<file path="src/rtl/updown_mod_counter_if.sv">
// Control/status bundle for updown_mod_counter: the master drives counting
// controls and the slave (the counter) returns its count and event flags.
interface updown_mod_counter_if #(
  parameter int WIDTH = 8
);
  logic             EN;
  logic             LOAD;
  logic             UP;
  logic             DOWN;
  logic             MODE;
  logic [WIDTH-1:0] IN;
  logic [WIDTH-1:0] MAX;
  logic [WIDTH-1:0] STEP;
  logic [WIDTH-1:0] OUT;
  logic             CARRY;
  logic             BORROW;
  logic             AT_MAX;
  logic             AT_ZERO;

  modport master (
    output EN, LOAD, UP, DOWN, MODE, IN, MAX, STEP,
    input  OUT, CARRY, BORROW, AT_MAX, AT_ZERO
  );

  modport slave (
    input  EN, LOAD, UP, DOWN, MODE, IN, MAX, STEP,
    output OUT, CARRY, BORROW, AT_MAX, AT_ZERO
  );
endinterface

</file>
<file path="src/rtl/updown_mod_counter.sv">
// Up/down counter over the range 0..MAX with programmable step, wrap or
// saturate behaviour, and registered one-cycle CARRY/BORROW event pulses.
module updown_mod_counter #(
  parameter int               WIDTH     = 8,
  parameter logic [WIDTH-1:0] RESET_VAL = '0
) (
  input logic                 CLK,
  input logic                 RST_N,
  updown_mod_counter_if.slave bus
);
  localparam logic [WIDTH:0] ONE_EXT = (WIDTH+1)'(1);

  logic [WIDTH-1:0] out_reg, out_next;
  logic             carry_reg, carry_next;
  logic             borrow_reg, borrow_next;

  // Arithmetic is carried one bit wider so MAX+1 and OUT+STEP never overflow.
  logic [WIDTH:0]   out_ext, max_ext, mod_ext, step_ext, step_eff, sum_ext;
  logic [WIDTH-1:0] up_val, dn_val, wrap_up_val, wrap_dn_val, load_val;
  logic             up_ovf, dn_unf;

  assign out_ext     = {1'b0, out_reg};
  assign max_ext     = {1'b0, bus.MAX};
  assign mod_ext     = max_ext + ONE_EXT;
  assign step_ext    = {1'b0, bus.STEP};
  assign step_eff    = (step_ext > mod_ext) ? mod_ext : step_ext;
  assign sum_ext     = out_ext + step_eff;
  assign up_ovf      = sum_ext > max_ext;
  assign dn_unf      = out_ext < step_eff;
  assign up_val      = WIDTH'(sum_ext);
  assign dn_val      = WIDTH'(out_ext - step_eff);
  assign wrap_up_val = WIDTH'(sum_ext - mod_ext);
  assign wrap_dn_val = WIDTH'(out_ext + mod_ext - step_eff);
  assign load_val    = (bus.IN > bus.MAX) ? bus.MAX : bus.IN;

  always_comb begin
    out_next    = out_reg;
    carry_next  = 1'b0;
    borrow_next = 1'b0;
    if (bus.LOAD) begin
      out_next = load_val;
    end else if (bus.EN) begin
      // A lowered MAX pulls the count back into range before any counting.
      if (out_reg > bus.MAX) begin
        out_next = bus.MAX;
      end else if (bus.UP && !bus.DOWN) begin
        if (up_ovf) begin
          out_next   = bus.MODE ? bus.MAX : wrap_up_val;
          carry_next = 1'b1;
        end else begin
          out_next = up_val;
        end
      end else if (bus.DOWN && !bus.UP) begin
        if (dn_unf) begin
          out_next    = bus.MODE ? '0 : wrap_dn_val;
          borrow_next = 1'b1;
        end else begin
          out_next = dn_val;
        end
      end
    end
  end

  always_ff @(posedge CLK or negedge RST_N) begin
    if (!RST_N) begin
      out_reg    <= RESET_VAL;
      carry_reg  <= 1'b0;
      borrow_reg <= 1'b0;
    end else begin
      out_reg    <= out_next;
      carry_reg  <= carry_next;
      borrow_reg <= borrow_next;
    end
  end

  assign bus.OUT     = out_reg;
  assign bus.CARRY   = carry_reg;
  assign bus.BORROW  = borrow_reg;
  assign bus.AT_MAX  = (out_reg == bus.MAX);
  assign bus.AT_ZERO = (out_reg == '0);
endmodule

</file>
<file path="src/flat_wrapper.sv">
// flat-port wrapper written by rule: the top's interface ports become plain ports
module updown_mod_counter_flat 
#(
  parameter int               WIDTH     = 8,
  parameter logic [WIDTH-1:0] RESET_VAL = '0
)
  (CLK, RST_N, bus_EN, bus_LOAD, bus_UP, bus_DOWN, bus_MODE, bus_IN, bus_MAX, bus_STEP, bus_OUT, bus_CARRY, bus_BORROW, bus_AT_MAX, bus_AT_ZERO);
  updown_mod_counter_if #(.WIDTH(WIDTH)) bus_i ();
  input logic CLK;
  input logic RST_N;
  input wire logic [$bits(bus_i.EN)-1:0] bus_EN;
  input wire logic [$bits(bus_i.LOAD)-1:0] bus_LOAD;
  input wire logic [$bits(bus_i.UP)-1:0] bus_UP;
  input wire logic [$bits(bus_i.DOWN)-1:0] bus_DOWN;
  input wire logic [$bits(bus_i.MODE)-1:0] bus_MODE;
  input wire logic [$bits(bus_i.IN)-1:0] bus_IN;
  input wire logic [$bits(bus_i.MAX)-1:0] bus_MAX;
  input wire logic [$bits(bus_i.STEP)-1:0] bus_STEP;
  output wire logic [$bits(bus_i.OUT)-1:0] bus_OUT;
  output wire logic [$bits(bus_i.CARRY)-1:0] bus_CARRY;
  output wire logic [$bits(bus_i.BORROW)-1:0] bus_BORROW;
  output wire logic [$bits(bus_i.AT_MAX)-1:0] bus_AT_MAX;
  output wire logic [$bits(bus_i.AT_ZERO)-1:0] bus_AT_ZERO;
  assign bus_i.EN = bus_EN;
  assign bus_i.LOAD = bus_LOAD;
  assign bus_i.UP = bus_UP;
  assign bus_i.DOWN = bus_DOWN;
  assign bus_i.MODE = bus_MODE;
  assign bus_i.IN = bus_IN;
  assign bus_i.MAX = bus_MAX;
  assign bus_i.STEP = bus_STEP;
  assign bus_OUT = bus_i.OUT;
  assign bus_CARRY = bus_i.CARRY;
  assign bus_BORROW = bus_i.BORROW;
  assign bus_AT_MAX = bus_i.AT_MAX;
  assign bus_AT_ZERO = bus_i.AT_ZERO;
  updown_mod_counter #(.WIDTH(WIDTH), .RESET_VAL(RESET_VAL)) u_core (.CLK(CLK), .RST_N(RST_N), .bus(bus_i));
endmodule
</file>
<file path="config.mk">
export PLATFORM = sky130hd
export DESIGN_NAME = updown_mod_counter_flat
export DESIGN_NICKNAME = d
export VERILOG_FILES = /design/src/rtl/updown_mod_counter_if.sv /design/src/rtl/updown_mod_counter.sv /design/src/flat_wrapper.sv
export SDC_FILE = /design/constraint.sdc
export NUM_CORES = 1
export LEC_CHECK = 0
export CORE_ASPECT_RATIO = 0.9
export CORE_UTILIZATION = 45
export DETAILED_ROUTE_END_ITERATION = 6
export GPL_TIMING_DRIVEN = 0
export HOLD_SLACK_MARGIN = 0.06
export MAX_ROUTING_LAYER = met4
export PLACE_DENSITY_LB_ADDON = 0.12
export SYNTH_ARGS = -nofsm -noshare
export SYNTH_HDL_FRONTEND = slang
export SYNTH_SLANG_ARGS = --single-unit
</file>
<file path="constraint.sdc">
create_clock -name CLK -period 8.5 [get_ports CLK]
set_clock_uncertainty 0.05 [all_clocks]
set_input_delay 1.275 -clock CLK [delete_from_list [all_inputs] [get_ports CLK]]
set_output_delay 1.275 -clock CLK [all_outputs]
set_load 0.01 [all_outputs]
</file>
==> run_summary.xml, run 1 <==
<?xml version="1.0" encoding="UTF-8"?>
<metrics>
  <group name="critical_path">
    <metric name="timing.rr.end" unit="">u_core.bus.OUT[7]</metric>
    <metric name="crit_arrival" unit="ns">8.12</metric>
    <metric name="kind_of_start_point_of_the_critical_path" unit="">primary input</metric>
    <metric name="worst_setup_path_end_kind" unit="">flip-flop</metric>
    <metric name="worst_setup_path_startpoint" unit="">bus_MAX[1]</metric>
    <metric name="crit_path_end" unit="">u_core.bus.OUT[7]</metric>
    <metric name="worst_path_max_delay_cell" unit="">or4_1</metric>
    <metric name="ff2ff_path_depth" unit="">14</metric>
    <metric name="slowest_delay" unit="ns">0.53</metric>
    <metric name="required" unit="ns">8.58</metric>
    <metric name="reg2reg_from" unit="">u_core.bus.OUT[1]</metric>
    <metric name="setup.worst_path.class" unit="">primary input to flip-flop</metric>
    <metric name="worstPathMaxFanout" unit="">10</metric>
    <metric name="worst_path_most_repeated_cell" unit="">ha_1</metric>
    <metric name="ff2ff_setup_slack" unit="ns">4.22</metric>
  </group>
  <group name="place">
    <metric name="dp_hpwl" unit="µm">9211</metric>
    <metric name="placement.setup.worst_slack" unit="ns">-0.6319</metric>
    <metric name="place.gp.congestion" unit="">0.9160</metric>
    <metric name="instance_area_at_placement" unit="µm²">4089</metric>
    <metric name="placement.io_buffers" unit="">37</metric>
  </group>
  <group name="synth">
    <metric name="yosysMostFrequentCell" unit="">ha_1</metric>
    <metric name="synth_top_area_share" unit="%">21.56</metric>
    <metric name="ys_warn_count" unit="">0</metric>
    <metric name="synthArstFlopShare" unit="%">100.0</metric>
    <metric name="synth.top_cells.by_area" unit="">ha_1 22%, dfrtp_1 7.0%, inv_1 6.2%, fa_1 5.6%, xnor2_1 4.4%</metric>
    <metric name="synth.cell_area" unit="µm²">3598</metric>
    <metric name="ys_ff_latch" unit="">10</metric>
    <metric name="synthTopCellsByCount" unit="">62 x ha_1, 59 x inv_1, 34 x nor2_1</metric>
    <metric name="dominantRegCellSynth" unit="">dfrtp_1</metric>
    <metric name="synth_cell_types" unit="">73</metric>
    <metric name="synth.largest_area_cell" unit="">ha_1</metric>
    <metric name="synth_sequential_area_ratio" unit="%">6.954</metric>
    <metric name="synth_edf_count" unit="">0</metric>
    <metric name="synthCells" unit="">468</metric>
    <metric name="syn-mean-instance-area" unit="µm²">7.689</metric>
    <metric name="syn-num-nets" unit="">571</metric>
  </group>
  <group name="global_route">
    <metric name="vias_in_the_first_global_route" unit="">3395</metric>
    <metric name="track_usage" unit="%">28.65</metric>
    <metric name="grt_max_degree" unit="">11</metric>
    <metric name="wire_length_of_the_first_global_routing_pass" unit="µm">17570</metric>
    <metric name="grt_antenna_before_repair" unit="">0</metric>
    <metric name="grt_overflow" unit="">0</metric>
  </group>
  <group name="cells_and_area">
    <metric name="seq_area" unit="µm²">250.2</metric>
    <metric name="fillerInstances" unit="">756</metric>
    <metric name="layout.core_utilization" unit="%">54.54</metric>
    <metric name="n_antenna_cell" unit="">0</metric>
    <metric name="drive_above_1_share" unit="%">8.448</metric>
    <metric name="num-nets-final" unit="">614</metric>
    <metric name="multi_input_area" unit="µm²">3062</metric>
    <metric name="final_area" unit="µm²">4177</metric>
    <metric name="synthToLayoutAreaGrowth" unit="%">16.06</metric>
  </group>
  <group name="pwr">
    <metric name="static-leakage-power" unit="nW">1.938</metric>
    <metric name="power_density" unit="nW/µm²">287.3</metric>
    <metric name="ir_drop" unit="V">0.0001369</metric>
  </group>
  <group name="status">
    <metric name="outcome" unit="">complete, no violations</metric>
  </group>
  <group name="timing">
    <metric name="final.setup.worst_slack" unit="ns">0.4613</metric>
    <metric name="period_minus_slack" unit="ns">8.039</metric>
    <metric name="tightestPinTransition" unit="ns">0.7050</metric>
    <metric name="clock.fmax" unit="MHz">124.4</metric>
    <metric name="timing.max_slew.rel_slack" unit="%">52.86</metric>
    <metric name="setup_repair_after_global_routing_missed_its_margin" unit="">no</metric>
    <metric name="timing.final.crit_share" unit="%">94.57</metric>
    <metric name="timing.hold.ws" unit="ns">0.7030</metric>
    <metric name="finalSetupViolCount" unit="">0</metric>
    <metric name="hold_viol" unit="">0</metric>
    <metric name="drv_slew" unit="">0</metric>
  </group>
  <group name="clocking">
    <metric name="buffer_cell_driving_the_clock_tree_root" unit="">clkbuf_8</metric>
    <metric name="h-tree-depth" unit="">1</metric>
    <metric name="clk_latency" unit="ns">0.24</metric>
    <metric name="number_of_buffers_inserted_by_hold_repair_at_cts" unit="">0</metric>
    <metric name="clockBufferDepth" unit="">2</metric>
    <metric name="worst_path_clk_slew" unit="ns">0.05</metric>
    <metric name="cts_tree" unit="">built</metric>
    <metric name="cts_num_sinks" unit="">10</metric>
    <metric name="number_of_cts_inserted_buffers" unit="">3</metric>
  </group>
  <group name="worst_hold_path">
    <metric name="holdCritPathClass" unit="">flip-flop to flip-flop</metric>
  </group>
  <group name="die">
    <metric name="top_level_ports" unit="">43</metric>
    <metric name="die_area" unit="µm²">8359</metric>
    <metric name="die_w" unit="µm">96.26</metric>
    <metric name="floorplan.core_area" unit="µm²">7657</metric>
    <metric name="die_height" unit="µm">86.84</metric>
    <metric name="row_count" unit="">30</metric>
    <metric name="floorplan.initialDensity" unit="%">46.99</metric>
  </group>
  <group name="drt">
    <metric name="detail_route.first_pass.iterations" unit="">5</metric>
    <metric name="drc" unit="">0</metric>
    <metric name="vias_per_cell" unit="">6.035</metric>
    <metric name="routed_wl" unit="µm">11190</metric>
    <metric name="ant_nets" unit="">0</metric>
    <metric name="drt_first_iter_violations" unit="">245</metric>
    <metric name="vias" unit="">3651</metric>
    <metric name="post_drt_wl_per_cell" unit="µm">18.50</metric>
  </group>
  <group name="job">
    <metric name="max_cap_violations" unit="">0</metric>
  </group>
</metrics>
==> registers in the layout, indices dropped and copies added (netlist names) <==
register	count
u_core.bus.BORROW	1
u_core.bus.OUT	8
u_core.bus.CARRY	1
==> cell type report <==
cell class,count,share of cell area (%)
Buffer,14,2.397
Clock buffer,3,0.9886
Inverter,60,5.392
Multi-Input combinational cell,384,73.31
Sequential cell,10,5.992
Tap cell,96,2.876
Timing Repair Buffer,38,9.047
==> critical path: cells and delay by family <==
kind	cells	cell delay (ns)
and+or+nand+nor	10	2.33
AOI/OAI and AO/OA	10	1.69
adders and majority gates	4	1.46
buffers and inverters	4	0.76
muxes	1	0.34
xor gates and xnor gates	1	0.22
==> per-layer routing <==
layer / vias to the layer above / GRT usage, % / routed length, µm
met5: - / - / 0
met4: 0 / 7.870 / 300
met3: 21 / 4.123 / 946
met2: 138 / 41.84 / 4784
met1: 1697 / 40.74 / 5161
li1: 1795 / - / -
==> power by group <==
part / switching (mW) / internal (mW) / leakage (nW)
clock: 0.0192 / 0.0311 / 0.0216
sequential: 0.0285 / 0.0588 / 0.119
combinational: 0.614 / 0.449 / 1.80
==> what timing repair did <==
item                       in CTS  in global routing
setup buffers                   0                  1
gates cloned                    0                  0
resized for setup               5                 11
pin swaps                       0                  1
setup endpoints to repair       8                  8
==> worst min path at each step <==
stage / start / to / slack [ns] / cells after the start
after CTS: u_core.bus.OUT[4] / u_core.bus.OUT[4] / 0.69 / 2
after floorplan: u_core.bus.OUT[3] / u_core.bus.OUT[3] / 0.63 / 2
after detailed placement: u_core.bus.OUT[4] / u_core.bus.OUT[4] / 0.69 / 2
after global routing: u_core.bus.OUT[4] / u_core.bus.OUT[4] / 0.74 / 2
after global placement: u_core.bus.OUT[4] / u_core.bus.OUT[4] / 0.69 / 2
final: u_core.bus.OUT[4] / u_core.bus.OUT[4] / 0.70 / 2
==> cells in the final DEF (no fill, tap or decap), drive strengths merged, types with 5 or more instances in the layout <==
master | Yosys | final
ha | 62 | 62
inv | 59 | 59
clkdlybuf4s50 | 0 | 34
nor2 | 34 | 34
o21ai | 30 | 30
a21oi | 28 | 28
nand2 | 25 | 25
xnor2 | 19 | 19
nor3 | 15 | 15
a21o | 12 | 12
a31oi | 10 | 10
fa | 10 | 10
dfrtp | 10 | 10
o211ai | 10 | 10
buf | 8 | 10
nor2b | 9 | 9
clkbuf | 6 | 9
nand3 | 8 | 8
xor2 | 7 | 7
o21a | 7 | 7
a211oi | 7 | 7
or3 | 7 | 7
nand2b | 6 | 6
and3 | 5 | 5
or2 | 5 | 5
==> kinds of logic (layout without fill, tap and decap cells) <==
family / count (synthesis) / count (layout) / share of synthesized area (%)
AO/OA/AOI/OAI: 144 / 144 / 27.85
XOR/XNOR: 27 / 27 / 7.476
adder cells (fa/ha/maj): 72 / 72 / 27.12
buffers and inverters: 74 / 115 / 8.797
flip-flops: 10 / 10 / 6.954
multiplexers: 6 / 6 / 1.739
AND/OR/NAND/NOR: 135 / 135 / 20.06
==> stage by stage <==
stage / TNS [ns] / total power [mW] / cells
floorplan: 0 / 0.8362 / 468
global placement: -3.757 / 1.083 / 601
detailed placement: -4.292 / 1.107 / 601
CTS: 0 / 1.165 / 604
global route: 0 / 1.320 / 605
finish: 0 / 1.200 / 605
No activity file was read; power rests on OpenSTA's default activity.
==> run 2, diff against run 1 <==
--- a/config.mk
+++ b/config.mk
@@ -5,8 +5,10 @@
 export SDC_FILE = /design/constraint.sdc
 export NUM_CORES = 1
 export LEC_CHECK = 0
+export CELL_PAD_IN_SITES_DETAIL_PLACEMENT = 0
+export CELL_PAD_IN_SITES_GLOBAL_PLACEMENT = 2
 export CORE_ASPECT_RATIO = 0.9
-export CORE_UTILIZATION = 45
+export CORE_UTILIZATION = 37
 export DETAILED_ROUTE_END_ITERATION = 6
 export GPL_TIMING_DRIVEN = 0
 export HOLD_SLACK_MARGIN = 0.06
==> run 2 against run 1 <==
Combinational power about the same. Largest power group unchanged. Register-to-register slack about the same. Setup slack gained 0.074 ns. Highest routed layer unchanged.
==> run_summary.xml, run 2 (same netlist as run 1, synthesis figures left out) <==
<?xml version="1.0" encoding="UTF-8"?>
<metrics>
  <group name="status">
    <metric name="outcome" unit="">complete, no violations</metric>
  </group>
  <group name="timing">
    <metric name="finalSetupViolCount" unit="">0</metric>
    <metric name="setup_repair_after_global_routing_missed_its_margin" unit="">no</metric>
    <metric name="tightestPinTransition" unit="ns">0.7455</metric>
    <metric name="timing.hold.ws" unit="ns">0.7057</metric>
    <metric name="final.setup.worst_slack" unit="ns">0.5351</metric>
    <metric name="timing.max_slew.rel_slack" unit="%">50.15</metric>
    <metric name="timing.final.crit_share" unit="%">93.71</metric>
    <metric name="period_minus_slack" unit="ns">7.965</metric>
    <metric name="drv_slew" unit="">0</metric>
    <metric name="clock.fmax" unit="MHz">125.6</metric>
    <metric name="hold_viol" unit="">0</metric>
  </group>
  <group name="place">
    <metric name="placement.io_buffers" unit="">37</metric>
    <metric name="dp_hpwl" unit="µm">9973</metric>
    <metric name="placement.setup.worst_slack" unit="ns">-0.9399</metric>
    <metric name="place.gp.congestion" unit="">0.8631</metric>
  </group>
  <group name="die">
    <metric name="floorplan.initialDensity" unit="%">38.73</metric>
    <metric name="die_w" unit="µm">106.0</metric>
    <metric name="top_level_ports" unit="">43</metric>
    <metric name="row_count" unit="">33</metric>
    <metric name="die_height" unit="µm">95.56</metric>
    <metric name="die_area" unit="µm²">10120</metric>
    <metric name="floorplan.core_area" unit="µm²">9290</metric>
  </group>
  <group name="critical_path">
    <metric name="worst_path_most_repeated_cell" unit="">ha_1</metric>
    <metric name="critPathTopFamily" unit="">simple AND/OR/NAND/NOR gates</metric>
    <metric name="worstPathMaxFanout" unit="">10</metric>
    <metric name="critPathBufInv" unit="">4</metric>
    <metric name="setup.worst_path.class" unit="">primary input to flip-flop</metric>
    <metric name="worst_setup_path_end_kind" unit="">flip-flop</metric>
    <metric name="required" unit="ns">8.58</metric>
    <metric name="crit_arrival" unit="ns">8.04</metric>
    <metric name="kind_of_start_point_of_the_critical_path" unit="">primary input</metric>
    <metric name="worst_path_max_delay_cell" unit="">or4_1</metric>
    <metric name="slowest_delay" unit="ns">0.51</metric>
  </group>
  <group name="clocking">
    <metric name="cts_num_sinks" unit="">10</metric>
    <metric name="number_of_buffers_inserted_by_hold_repair_at_cts" unit="">0</metric>
    <metric name="number_of_cts_inserted_buffers" unit="">3</metric>
    <metric name="cts_tree" unit="">built</metric>
    <metric name="clockBufferDepth" unit="">2</metric>
    <metric name="buffer_cell_driving_the_clock_tree_root" unit="">clkbuf_8</metric>
    <metric name="clk_latency" unit="ns">0.24</metric>
    <metric name="worst_path_clk_slew" unit="ns">0.05</metric>
    <metric name="h-tree-depth" unit="">1</metric>
  </group>
  <group name="drt">
    <metric name="vias_per_cell" unit="">5.732</metric>
    <metric name="detail_route.first_pass.iterations" unit="">5</metric>
    <metric name="routed_wl" unit="µm">11940</metric>
    <metric name="drc" unit="">0</metric>
    <metric name="post_drt_wl_per_cell" unit="µm">18.92</metric>
    <metric name="vias" unit="">3617</metric>
    <metric name="drt_first_iter_violations" unit="">245</metric>
    <metric name="ant_nets" unit="">0</metric>
  </group>
  <group name="cells_and_area">
    <metric name="num-nets-final" unit="">614</metric>
    <metric name="drive_above_1_share" unit="%">8.644</metric>
    <metric name="max_reg_flops" unit="">8</metric>
    <metric name="synthToLayoutAreaGrowth" unit="%">16.76</metric>
    <metric name="n_antenna_cell" unit="">0</metric>
    <metric name="final_cell_mix" unit="">62 x ha_1, 59 x inv_1, 34 x clkdlybuf4s50_1</metric>
    <metric name="layout.cells.most_common" unit="">ha_1</metric>
  </group>
  <group name="global_route">
    <metric name="vias_in_the_first_global_route" unit="">3541</metric>
    <metric name="track_usage" unit="%">25.80</metric>
    <metric name="grt_overflow" unit="">0</metric>
    <metric name="grt_antenna_before_repair" unit="">0</metric>
    <metric name="wire_length_of_the_first_global_routing_pass" unit="µm">19390</metric>
    <metric name="grt_max_degree" unit="">11</metric>
  </group>
  <group name="pwr">
    <metric name="static-leakage-power" unit="nW">1.929</metric>
    <metric name="ir_drop" unit="V">0.0001054</metric>
    <metric name="power_density" unit="nW/µm²">289.5</metric>
  </group>
  <group name="worst_hold_path">
    <metric name="holdCritPathClass" unit="">flip-flop to flip-flop</metric>
  </group>
  <group name="job">
    <metric name="max_cap_violations" unit="">0</metric>
  </group>
</metrics>
==> run 2: cell types whose count changed in the layout (fill, tap and decap cells not counted) <==
cell	previous run	this run
clkbuf_2	2	3
dlymetal6s2s_1	2	1
==> run 2: metrics by stage <==
stage | util [%] | setup TNS, ns | instances | cell area, µm² | total power, mW
2_1_floorplan | - | 0 | 468 | 3598 | 0.8362
3_3_place_gp | 44.36 | -5.451 | 627 | 4121 | 1.117
3_5_place_dp | 44.36 | -6.345 | 627 | 4121 | 1.127
4_1_cts | 44.98 | 0 | 630 | 4179 | 1.190
5_1_grt | 45.23 | 0 | 631 | 4202 | 1.338
6_report | 45.23 | 0 | 631 | 4202 | 1.217
==> run 2: worst register-to-register path: cells and delay by family (launching register included) <==
| kind | cells | cell delay [ns] |
|---|---|---|
| flip-flops | 1 | 0.55 |
| multiplexers | 1 | 0.36 |
| adder cells (fa/ha/maj) | 2 | 0.93 |
| AO/OA/AOI/OAI | 7 | 1.20 |
| buffers and inverters | 1 | 0.21 |
| AND/OR/NAND/NOR | 3 | 0.88 |
==> run 2: final timing paths <==
kind                                   startpoint                 to  slack (ns)  cells after the start
worst max-delay path                   bus_MAX[4]  u_core.bus.OUT[7]        0.54                     30
min in group asynchronous                   RST_N  u_core.bus.OUT[7]        1.33                      1
worst max register to register  u_core.bus.OUT[1]  u_core.bus.OUT[7]        4.21                     14
worst min register to register  u_core.bus.OUT[4]  u_core.bus.OUT[4]        0.71                      2
max in group asynchronous                   RST_N  u_core.bus.BORROW        6.71                      1
worst min-delay path            u_core.bus.OUT[4]  u_core.bus.OUT[4]        0.71                      2
==> run 2: power breakdown <==
part           leakage (nW)  switching (mW)  internal (mW)  total (mW)
Combinational          1.79           0.628          0.448        1.08
Sequential            0.119          0.0312         0.0587      0.0899
Clock                0.0216          0.0200         0.0312      0.0512
==> run 2: repair_timing <==
action,4_1_cts,5_1_grt
endpoints found under the setup margin,8,8
pin swaps,0,1
setup buffers,0,1
resized for setup,8,10
hold endpoints to repair,0,0
==> run 2: cell type report <==
type | instances | area [µm²]
sequential | 10 | 250.2
tap | 122 | 152.6
buffer | 14 | 100.1
timing repair buffer | 38 | 370.4
inverter | 60 | 225.2
clock buffer | 3 | 41.29
fill | 972 | 5089
multi-input combinational | 384 | 3062
==> run 2: per-layer routing <==
layer | global-route usage (%) | up-vias | wire [µm]
met5 | - | - | 0
met4 | 5.787 | 0 | 332
met3 | 2.256 | 19 | 444
met2 | 40.31 | 109 | 4991
met1 | 36.10 | 1700 | 6172
li1 | - | 1789 | -
==> run 3, diff against run 2 <==
--- a/config.mk
+++ b/config.mk
@@ -13,7 +13,7 @@
 export GPL_TIMING_DRIVEN = 0
 export HOLD_SLACK_MARGIN = 0.06
 export MAX_ROUTING_LAYER = met4
-export PLACE_DENSITY_LB_ADDON = 0.12
+export PLACE_DENSITY = 0.92
 export SYNTH_ARGS = -nofsm -noshare
 export SYNTH_HDL_FRONTEND = slang
 export SYNTH_SLANG_ARGS = --single-unit
==> run 3 against run 2 <==
Via count down 0.91%. Design area up 0.71%. Largest power group unchanged. Critical path depth unchanged. Power up 1.1%.
==> run_summary.xml, run 3 (same netlist as run 1, synthesis figures left out) <==
<?xml version="1.0" encoding="UTF-8"?>
<metrics>
  <group name="status">
    <metric name="outcome" unit="">complete, no violations</metric>
  </group>
  <group name="cells_and_area">
    <metric name="n_antenna_cell" unit="">0</metric>
    <metric name="drive_above_1_share" unit="%">9.020</metric>
    <metric name="post_layout_nonfiller_instances" unit="">632</metric>
    <metric name="layout.cells.most_common" unit="">ha_1</metric>
    <metric name="layout.core_utilization" unit="%">45.55</metric>
    <metric name="multi_input_area" unit="µm²">3073</metric>
    <metric name="num-nets-final" unit="">615</metric>
    <metric name="seq_area" unit="µm²">250.2</metric>
    <metric name="synthToLayoutAreaGrowth" unit="%">17.59</metric>
    <metric name="max_reg_flops" unit="">8</metric>
    <metric name="final_area" unit="µm²">4232</metric>
    <metric name="final_cell_mix" unit="">62 x ha_1, 59 x inv_1, 34 x clkdlybuf4s50_1</metric>
    <metric name="fillerInstances" unit="">978</metric>
  </group>
  <group name="drt">
    <metric name="ant_nets" unit="">0</metric>
    <metric name="wl_met1" unit="µm">5865</metric>
    <metric name="routed_wl" unit="µm">11550</metric>
    <metric name="drc" unit="">0</metric>
    <metric name="vias_per_cell" unit="">5.671</metric>
    <metric name="highest_routed_metal_layer" unit="">met4</metric>
    <metric name="post_drt_wl_per_cell" unit="µm">18.27</metric>
    <metric name="vias" unit="">3584</metric>
    <metric name="drt_first_iter_violations" unit="">251</metric>
    <metric name="met3WireLength" unit="µm">514</metric>
    <metric name="detail_route.first_pass.iterations" unit="">5</metric>
    <metric name="wl_met2" unit="µm">4978</metric>
  </group>
  <group name="clocking">
    <metric name="h-tree-depth" unit="">1</metric>
    <metric name="buffer_cell_driving_the_clock_tree_root" unit="">clkbuf_8</metric>
    <metric name="cts_tree" unit="">built</metric>
    <metric name="clk_latency" unit="ns">0.24</metric>
    <metric name="number_of_cts_inserted_buffers" unit="">3</metric>
    <metric name="clockBufferDepth" unit="">2</metric>
    <metric name="worst_path_clk_slew" unit="ns">0.05</metric>
    <metric name="cts_num_sinks" unit="">10</metric>
    <metric name="number_of_buffers_inserted_by_hold_repair_at_cts" unit="">0</metric>
  </group>
  <group name="critical_path">
    <metric name="worst_path_most_repeated_cell" unit="">ha_1</metric>
    <metric name="worstPathMaxFanout" unit="">10</metric>
    <metric name="worst_path_max_delay_cell" unit="">dlygate4sd2_1</metric>
    <metric name="ff2ff_setup_slack" unit="ns">4.25</metric>
    <metric name="crit_arrival" unit="ns">8.18</metric>
    <metric name="reg2reg_from" unit="">u_core.bus.OUT[2]</metric>
    <metric name="ff2ff_path_depth" unit="">16</metric>
    <metric name="kind_of_start_point_of_the_critical_path" unit="">primary input</metric>
    <metric name="required" unit="ns">8.58</metric>
    <metric name="crit_path_end" unit="">u_core.bus.OUT[7]</metric>
    <metric name="slowest_delay" unit="ns">0.50</metric>
    <metric name="setup.worst_path.class" unit="">primary input to flip-flop</metric>
    <metric name="worst_setup_path_end_kind" unit="">flip-flop</metric>
    <metric name="worst_setup_path_startpoint" unit="">bus_MAX[0]</metric>
    <metric name="timing.rr.end" unit="">u_core.bus.OUT[7]</metric>
  </group>
  <group name="timing">
    <metric name="hold_viol" unit="">0</metric>
    <metric name="drv_slew" unit="">0</metric>
    <metric name="timing.final.crit_share" unit="%">95.33</metric>
    <metric name="finalSetupViolCount" unit="">0</metric>
    <metric name="final.setup.worst_slack" unit="ns">0.3972</metric>
    <metric name="period_minus_slack" unit="ns">8.103</metric>
    <metric name="timing.max_slew.rel_slack" unit="%">50.85</metric>
    <metric name="tightestPinTransition" unit="ns">0.7350</metric>
    <metric name="clock.fmax" unit="MHz">123.4</metric>
  </group>
  <group name="place">
    <metric name="instance_area_at_placement" unit="µm²">4121</metric>
    <metric name="placement.setup.worst_slack" unit="ns">-0.6750</metric>
    <metric name="place.gp.congestion" unit="">0.8916</metric>
    <metric name="dp_cells" unit="">627</metric>
    <metric name="dp_hpwl" unit="µm">9665</metric>
    <metric name="placement.io_buffers" unit="">37</metric>
  </group>
  <group name="global_route">
    <metric name="wire_length_of_the_first_global_routing_pass" unit="µm">18020</metric>
    <metric name="grt_overflow" unit="">0</metric>
    <metric name="grt_antenna_before_repair" unit="">0</metric>
    <metric name="vias_in_the_first_global_route" unit="">3403</metric>
    <metric name="track_usage" unit="%">24.02</metric>
    <metric name="grt_max_degree" unit="">11</metric>
  </group>
  <group name="pwr">
    <metric name="static-leakage-power" unit="nW">1.947</metric>
    <metric name="ir_drop" unit="V">0.0001268</metric>
    <metric name="power_density" unit="nW/µm²">290.7</metric>
  </group>
  <group name="die">
    <metric name="floorplan.core_area" unit="µm²">9290</metric>
    <metric name="die_height" unit="µm">95.56</metric>
    <metric name="row_count" unit="">33</metric>
    <metric name="die_area" unit="µm²">10120</metric>
    <metric name="floorplan.initialDensity" unit="%">38.73</metric>
    <metric name="die_w" unit="µm">106.0</metric>
    <metric name="top_level_ports" unit="">43</metric>
  </group>
  <group name="worst_hold_path">
    <metric name="min_path_cells" unit="">2</metric>
    <metric name="holdCritPathClass" unit="">flip-flop to flip-flop</metric>
  </group>
  <group name="job">
    <metric name="max_cap_violations" unit="">0</metric>
  </group>
</metrics>
==> run 3: repair_timing <==
item	in CTS	in global routing
gates resized for setup	5	13
pin swaps	0	1
buffers inserted	0	2
endpoints found under the setup margin	7	8
==> run 3: how the worst min path moves through the flow <==
stage,slack [ns],start,endpoint
6_report,0.69,u_core.bus.OUT[4],u_core.bus.OUT[4]
5_1_grt,0.74,u_core.bus.OUT[4],u_core.bus.OUT[4]
4_1_cts,0.71,u_core.bus.OUT[4],u_core.bus.OUT[4]
3_5_place_dp,0.70,u_core.bus.OUT[1],u_core.bus.OUT[1]
3_3_place_gp,0.70,u_core.bus.OUT[4],u_core.bus.OUT[4]
2_1_floorplan,0.63,u_core.bus.OUT[3],u_core.bus.OUT[3]
==> run 3: cell type report <==
type	instances	area share, %
tap	122	3.607
buffer	14	2.365
multi-input combinational	384	72.62
clock buffer	3	0.9758
timing repair buffer	39	9.196
sequential	10	5.914
inverter	60	5.322
==> run 3: power by group <==
| group | switching, mW | total [mW] | leakage, nW | internal (mW) |
|---|---|---|---|---|
| registers | 0.0296 | 0.0883 | 0.119 | 0.0587 |
| clock network | 0.0198 | 0.0510 | 0.0216 | 0.0311 |
| logic | 0.632 | 1.09 | 1.81 | 0.459 |
==> run 3: critical path, delay by kind of cell <==
family	cells	cell delay (ns)
adder cells (fa/ha/maj)	3	0.99
multiplexers	1	0.28
buffers and inverters	4	1.01
AO/OA/AOI/OAI	11	2.47
AND/OR/NAND/NOR	9	1.71
XOR/XNOR	2	0.45
==> run 3: routing by layer <==
layer	GRT usage [%]	up-vias
met1	34.11	1687
li1	-	1780
met3	2.597	10
met4	4.167	0
met2	37.04	107
met5	-	-
==> run 3: metrics by stage <==
step	TNS (ns)	power (mW)	hold slack (ns)
after floorplan	0	0.8362	0.6301
after global placement	-3.240	1.101	0.7002
after detailed placement	-4.098	1.119	0.6955
after CTS	0	1.178	0.7051
after global routing	-0.003590	1.348	0.7406
final	0	1.230	0.6904
